### src/rtl/out_uart_tx_pkg.sv
`default_nettype none
// ============================================================================
//  Module      : uart_pkg
//  Description : Shared types and helpers for the out_uart_tx output stage.
//  Revision    : 1.0 - initial release
// ============================================================================
package uart_pkg;

  localparam int DATA_BITS = 8;

  // TX state encoding, kept as plain constants for legacy tool flows
  typedef logic [1:0] state_t;
  localparam state_t ST_IDLE  = 2'd0;
  localparam state_t ST_START = 2'd1;
  localparam state_t ST_DATA  = 2'd2;
  localparam state_t ST_STOP  = 2'd3;

  // Width needed for a baud counter that runs 0..clks_per_bit-1
  function automatic int baud_cnt_width(input int clks_per_bit);
    return (clks_per_bit <= 2) ? 1 : $clog2(clks_per_bit);
  endfunction

endpackage
`default_nettype wire

### src/rtl/out_uart_tx_if.sv
`default_nettype none
// ============================================================================
//  Module      : out_uart_tx_if
//  Description : Capture bus and serial/status signals of the output stage.
//  Revision    : 1.0 - initial release
// ============================================================================
interface out_uart_tx_if #(
  parameter int DEPTH = 8
);
  logic [7:0]                   data_in;
  logic                         capture_en;
  logic                         tx;
  logic                         busy;
  logic [$clog2(DEPTH+1)-1:0]   fifo_count;
  logic                         overflow;

  modport master (
    output data_in, capture_en,
    input  tx, busy, fifo_count, overflow
  );

  modport slave (
    input  data_in, capture_en,
    output tx, busy, fifo_count, overflow
  );
endinterface
`default_nettype wire

### src/rtl/out_uart_tx_sync_fifo.sv
`default_nettype none
// ============================================================================
//  Module      : sync_fifo
//  Description : Single-clock circular FIFO with combinational head read.
//  Revision    : 1.0 - initial release
// ============================================================================
module sync_fifo #(
  parameter int WIDTH = 8,
  parameter int DEPTH = 8,
  localparam int AW   = $clog2(DEPTH),
  localparam int CW   = $clog2(DEPTH + 1)
) (
  input  wire logic             clk,
  input  wire logic             reset,
  input  wire logic             push,
  input  wire logic [WIDTH-1:0] push_data,
  input  wire logic             pop,
  output logic      [WIDTH-1:0] pop_data,
  output logic                  full,
  output logic                  empty,
  output logic      [CW-1:0]    count
);

  logic [WIDTH-1:0] mem [DEPTH];
  logic [AW-1:0]    wr_ptr;
  logic [AW-1:0]    rd_ptr;
  logic             do_push;
  logic             do_pop;

  // Status flags and qualified push/pop; a push into a full FIFO is only
  // legal when the head leaves in the same cycle
  always_comb begin
    full     = (count == CW'(DEPTH));
    empty    = (count == '0);
    do_pop   = pop && !empty;
    do_push  = push && (!full || do_pop);
    pop_data = mem[rd_ptr];
  end

  // Storage array; contents are don't-care until written
  always_ff @(posedge clk) begin
    if (do_push) begin
      mem[wr_ptr] <= push_data;
    end
  end

  // Pointers wrap naturally because DEPTH is a power of two
  always_ff @(posedge clk) begin
    if (reset) begin
      wr_ptr <= '0;
      rd_ptr <= '0;
      count  <= '0;
    end else begin
      if (do_push) wr_ptr <= wr_ptr + 1'b1;
      if (do_pop)  rd_ptr <= rd_ptr + 1'b1;
      case ({do_push, do_pop})
        2'b10:   count <= count + 1'b1;
        2'b01:   count <= count - 1'b1;
        default: count <= count;
      endcase
    end
  end

endmodule
`default_nettype wire

### src/rtl/out_uart_tx.sv
`default_nettype none
// ============================================================================
//  Module      : out_uart_tx
//  Description : Samples the CPU result bus, queues selected values and
//                serializes them as 8N1 UART frames. Never backpressures:
//                captures that find the FIFO full are dropped and flagged.
//  Revision    : 1.0 - initial release
// ============================================================================
module out_uart_tx
  import uart_pkg::*;
#(
  parameter int CLKS_PER_BIT = 868,
  parameter int DEPTH        = 8,
  parameter int CHANGE_ONLY  = 1
) (
  input wire logic    clk,
  input wire logic    reset,
  out_uart_tx_if.slave bus
);

  localparam int BW = baud_cnt_width(CLKS_PER_BIT);
  localparam int CW = $clog2(DEPTH + 1);
  localparam logic [BW-1:0] BAUD_LAST = BW'(CLKS_PER_BIT - 1);
  localparam logic [2:0]    BIT_LAST  = 3'(DATA_BITS - 1);

  state_t                 state;
  logic [BW-1:0]          baud_cnt;
  logic [2:0]             bit_idx;
  logic [DATA_BITS-1:0]   shift_reg;
  logic                   tx_bit;
  logic                   primed;
  logic [7:0]             last_val;
  logic                   overflow_flag;

  logic                   capture_req;
  logic                   pop_req;
  logic                   push_ok;
  logic                   fifo_full;
  logic                   fifo_empty;
  logic [CW-1:0]          fifo_cnt;
  logic [7:0]             fifo_head;

  // Capture filter, head pop in IDLE, and push acceptance (room or same-cycle pop)
  always_comb begin
    capture_req = bus.capture_en &&
                  ((CHANGE_ONLY == 0) || !primed || (bus.data_in != last_val));
    pop_req     = (state == ST_IDLE) && !fifo_empty;
    push_ok     = capture_req && (!fifo_full || pop_req);
  end

  sync_fifo #(
    .WIDTH (8),
    .DEPTH (DEPTH)
  ) u_fifo (
    .clk       (clk),
    .reset     (reset),
    .push      (push_ok),
    .push_data (bus.data_in),
    .pop       (pop_req),
    .pop_data  (fifo_head),
    .full      (fifo_full),
    .empty     (fifo_empty),
    .count     (fifo_cnt)
  );

  // Change-detection history and sticky overflow; rejected values leave history alone
  always_ff @(posedge clk) begin
    if (reset) begin
      primed        <= 1'b0;
      last_val      <= 8'h00;
      overflow_flag <= 1'b0;
    end else begin
      if (push_ok) begin
        primed   <= 1'b1;
        last_val <= bus.data_in;
      end
      if (capture_req && !push_ok) begin
        overflow_flag <= 1'b1;
      end
    end
  end

  // TX framing FSM; tx is registered and updated on each state/bit change
  always_ff @(posedge clk) begin
    if (reset) begin
      state     <= ST_IDLE;
      baud_cnt  <= '0;
      bit_idx   <= '0;
      shift_reg <= '0;
      tx_bit    <= 1'b1;
    end else begin
      case (state)
        ST_IDLE: begin
          tx_bit   <= 1'b1;
          baud_cnt <= '0;
          if (pop_req) begin
            shift_reg <= fifo_head;
            tx_bit    <= 1'b0;
            state     <= ST_START;
          end
        end
        ST_START: begin
          if (baud_cnt == BAUD_LAST) begin
            baud_cnt <= '0;
            bit_idx  <= '0;
            tx_bit   <= shift_reg[0];
            state    <= ST_DATA;
          end else begin
            baud_cnt <= baud_cnt + 1'b1;
          end
        end
        ST_DATA: begin
          if (baud_cnt == BAUD_LAST) begin
            baud_cnt <= '0;
            if (bit_idx == BIT_LAST) begin
              tx_bit <= 1'b1;
              state  <= ST_STOP;
            end else begin
              bit_idx   <= bit_idx + 1'b1;
              shift_reg <= {1'b0, shift_reg[DATA_BITS-1:1]};
              tx_bit    <= shift_reg[1];
            end
          end else begin
            baud_cnt <= baud_cnt + 1'b1;
          end
        end
        default: begin
          if (baud_cnt == BAUD_LAST) begin
            baud_cnt <= '0;
            state    <= ST_IDLE;
          end else begin
            baud_cnt <= baud_cnt + 1'b1;
          end
        end
      endcase
    end
  end

  assign bus.tx         = tx_bit;
  assign bus.busy       = (state != ST_IDLE);
  assign bus.fifo_count = fifo_cnt;
  assign bus.overflow   = overflow_flag;

endmodule
`default_nettype wire

### src/flat_wrapper.sv
// flat-port wrapper written by rule: the top's interface ports become plain ports
module out_uart_tx_flat import uart_pkg::*;
#(
  parameter int CLKS_PER_BIT = 868,
  parameter int DEPTH        = 8,
  parameter int CHANGE_ONLY  = 1
)
  (clk, reset, bus_data_in, bus_capture_en, bus_tx, bus_busy, bus_fifo_count, bus_overflow);
  out_uart_tx_if #(.DEPTH(DEPTH)) bus_i ();
  input wire logic clk;
  input wire logic reset;
  input wire logic [$bits(bus_i.data_in)-1:0] bus_data_in;
  input wire logic [$bits(bus_i.capture_en)-1:0] bus_capture_en;
  output wire logic [$bits(bus_i.tx)-1:0] bus_tx;
  output wire logic [$bits(bus_i.busy)-1:0] bus_busy;
  output wire logic [$bits(bus_i.fifo_count)-1:0] bus_fifo_count;
  output wire logic [$bits(bus_i.overflow)-1:0] bus_overflow;
  assign bus_i.data_in = bus_data_in;
  assign bus_i.capture_en = bus_capture_en;
  assign bus_tx = bus_i.tx;
  assign bus_busy = bus_i.busy;
  assign bus_fifo_count = bus_i.fifo_count;
  assign bus_overflow = bus_i.overflow;
  out_uart_tx #(.CLKS_PER_BIT(CLKS_PER_BIT), .DEPTH(DEPTH), .CHANGE_ONLY(CHANGE_ONLY)) u_core (.clk(clk), .reset(reset), .bus(bus_i));
endmodule
### config.mk
export PLATFORM = sky130hd
export DESIGN_NAME = out_uart_tx_flat
export DESIGN_NICKNAME = d
export VERILOG_FILES = /design/src/rtl/out_uart_tx_pkg.sv /design/src/rtl/out_uart_tx_if.sv /design/src/rtl/out_uart_tx_sync_fifo.sv /design/src/rtl/out_uart_tx.sv /design/src/flat_wrapper.sv
export SDC_FILE = /design/constraint.sdc
export NUM_CORES = 1
export LEC_CHECK = 0
export BUFFER_PORTS_ARGS = -buffer_cell sky130_fd_sc_hd__buf_2
export CAP_MARGIN = 20
export CORE_ASPECT_RATIO = 1.4
export CORE_MARGIN = 2
export CORE_UTILIZATION = 61
export DETAILED_ROUTE_END_ITERATION = 6
export GPL_ROUTABILITY_DRIVEN = 0
export GPL_TIMING_DRIVEN = 0
export PLACE_DENSITY = 0.79
export REMOVE_ABC_BUFFERS = 1
export SYNTH_ARGS = -nofsm -noshare
export SYNTH_HDL_FRONTEND = slang
export SYNTH_HIERARCHICAL = 1
export SYNTH_SLANG_ARGS = --single-unit
### constraint.sdc
create_clock -name clk -period 4.27 [get_ports clk]
set_input_delay 0.427 -clock clk [delete_from_list [all_inputs] [get_ports clk]]
set_output_delay 0.427 -clock clk [all_outputs]
set_load 0.02 [all_outputs]
==> results.json <==
{
  "ys_ff_latch": 111,
  "grt_start_max_net_pins": 37,
  "rows": 39,
  "cts_max_level": 3,
  "yosysTopAreaCellShare_pct": 38.0,
  "synth_area_um2": 5050,
  "whs_path_depth": 3,
  "clock_skew_ns": 0.00729,
  "vias": 3125,
  "grt_remaining_overflow": 0,
  "drc_errors": 0,
  "timing.final.crit_share_pct": 86.6,
  "whs_endpoint": "u_core/bus.overflow",
  "clk_pin_slew_worst_paths_ns": 0.07,
  "crit_fanout": 11,
  "cts_hold_buf": 0,
  "worst_pin_slew_ns": 0.994,
  "drt-wirelength-per-cell_um": 18.6,
  "rsz0062_at_grt": "no",
  "maxCapViolCount": 0,
  "synth_common_cells": "edfxtp_1 (64), dfxtp_1 (47), nor2_1 (41)",
  "wl_mm": 9.31,
  "port_buffers": 17,
  "reg2reg_depth": 8,
  "gr-usage-all-layers_pct": 22.7,
  "grt_pass1_wl_mm": 15.3,
  "netlist-cell-type-count": 51,
  "synth_edf_count": 64,
  "status": "completed",
  "power_density_nw_per_um2": 599,
  "initial_utilization_pct": 62.4,
  "largest_register_ffs": 64,
  "cts_buffer_depth": 2,
  "cts_resized": 0,
  "relSlewSlack_pct": 33.5,
  "vdd_ir_drop_max_v": 0.000465,
  "dp_hpwl_mm": 6.20,
  "die_area_um2": 9040,
  "num-fill-cells": 587,
  "syn_area_per_cell_um2": 13.4,
  "cts_buffers": 9,
  "clock-sinks": 111,
  "antenna_found_initial": 0,
  "syn_inst": 378,
  "die_x_um": 80.9,
  "min_path_type": "input port to register",
  "critical-path-slowest-cell": "nor2_1",
  "crit_chain": "or3_1 -> nor2_1 -> nand2b_1 -> a21boi_1 -> o31a_1 -> o21ai_2 -> or2_2 -> nor2_1",
  "r2r-end": "u_core/u_fifo/mem[2][1]",
  "ys_seq_area_share_pct": 56.7,
  "fin_crit_ns": 3.70,
  "cts_tree": "yes",
  "pin_count": 18,
  "ys.flop_type": "edfxtp_1",
  "regToRegSetupSlack_ns": 0.57,
  "first_global_vias": 3105,
  "critPathArrivalTime_ns": 3.67,
  "startpoint_type": "register",
  "crit_type": "register to register",
  "max_stage_delay_ns": 0.77,
  "dr.pass1.iters": 4,
  "top_regs": "u_core/u_fifo/mem (64), u_core/baud_cnt (10)",
  "crit_path_end_kind": "register",
  "cp_common_cell": "nor2_1",
  "ys.warnings.count": 6,
  "clock-root-buffer": "clkbuf_16",
  "placeableCoreArea_um2": 8100,
  "nets": 415,
  "first_iter_violations": 131,
  "yosysTopAreaCell": "edfxtp_1",
  "worstSkewPairLatency_ns": 0.35,
  "area_delta_synth_final_pct": 8.22,
  "min_from": "bus_capture_en",
  "yosysMostFrequentCell": "edfxtp_1",
  "fin_util_pct": 67.5,
  "diodes": 0,
  "ant_nets": 0,
  "top_register": "u_core/u_fifo/mem",
  "die_h_um": 112,
  "synthArstFlopShare_pct": 0,
  "setup_viol": 0,
  "leakagePower_uw": 0.00188,
  "finalHoldViolations": 0,
  "regToRegStartpoint": "u_core/u_fifo/count[1]",
  "fmax_mhz": 270,
  "final_max_slew_viol_count": 0,
  "worst_ep_required_time_ns": 4.24,
  "hold_slack_ns": 0.381,
  "post_cts_buffers": 0,
  "crit_start": "u_core/u_fifo/count[1]",
  "ys_top_cells_by_area": "edfxtp_1 (38%), dfxtp_1 (19%), mux4_1 (8.3%)",
  "drt-vias-per-instance": 6.26,
  "drive_gt1_share_pct": 14.6
}
[cell type report]
type	instances	area (um^2)	area share, %
tap	102	128	2.33
clock inverter	7	66.3	1.21
timing repair buffer	21	115	2.11
sequential	111	2860	52.4
multi-input combinational	238	2030	37.1
clock buffer	9	225	4.12
inverter	11	41.3	0.755
[cell families (layout without fill, tap and decap cells)]
kind of cell	after synthesis	in the layout	share of synthesized area, %
flip-flops	111	111	56.7
multiplexers	39	39	13.1
adder cells (fa/ha/maj)	12	12	3.12
buffers and inverters	29	48	3.17
AND/OR/NAND/NOR	109	109	11.1
XOR/XNOR	22	22	3.81
AO/OA/AOI/OAI	56	56	9.01
[worst max-delay path, delay by kind of cell (launching register included)]
kind	cells	cell delay (ns)
flip-flops	1	0.45
AO/OA/AOI/OAI	3	1.07
AND/OR/NAND/NOR	5	1.81
[metrics by stage]
stage | cells | setup TNS (ns) | total power (uW) | cell area [um^2] | setup WS, ns
after floorplan | 360 | 0 | 2200 | 4930 | 0.0813
after global placement | 479 | -30.04 | 2410 | 5150 | -0.837
after detailed placement | 482 | 0 | 2460 | 5170 | 0.631
after CTS | 498 | 0 | 3270 | 5460 | 0.591
after global routing | 499 | 0 | 3460 | 5470 | 0.340
final | 499 | 0 | 3270 | 5470 | 0.570
[worst max path at each step]
| stage | endpoint | slack, ns | cells after the start |
|---|---|---|---|
| finish | u_core/u_fifo/mem[2][1] | 0.57 | 8 |
| floorplan | u_core/u_fifo/mem[0][0] | 0.08 | 8 |
| detailed placement | u_core/u_fifo/mem[2][1] | 0.63 | 8 |
| CTS | u_core/u_fifo/mem[2][1] | 0.59 | 8 |
| global route | u_core/u_fifo/mem[2][2] | 0.34 | 8 |
| global placement | u_core/u_fifo/mem[0][2] | -0.84 | 8 |
[layout by cell type (no fill, tap or decap), drive strengths merged, types with 7 or more instances in the layout]
cell type and count:
nor2 41, mux4 16, nand2 17, ha 11, mux2i 15, dfxtp 47, a311oi 7, nand4 10
xnor2 17, inv 14, nor3 7, mux2 8, o2111ai 9, clkbuf 9, o21ai 8, edfxtp 64
nand3 8, buf 21, a21oi 12
[metal layers]
layer | part of all wire, % | track usage [%]
met5 | 0 | 0
met4 | 3.0 | 11.1
met3 | 3.4 | 4.38
met2 | 52 | 37.6
met1 | 41 | 28.0
[report_power, final]
group,switching (uW),internal [uW],leakage (uW)
Sequential,134,1260,0.000966
Clock,396,409,0.000141
Combinational,593,478,0.000772
Total,1120,2150,0.00188
(Power assumes the default switching activity.)
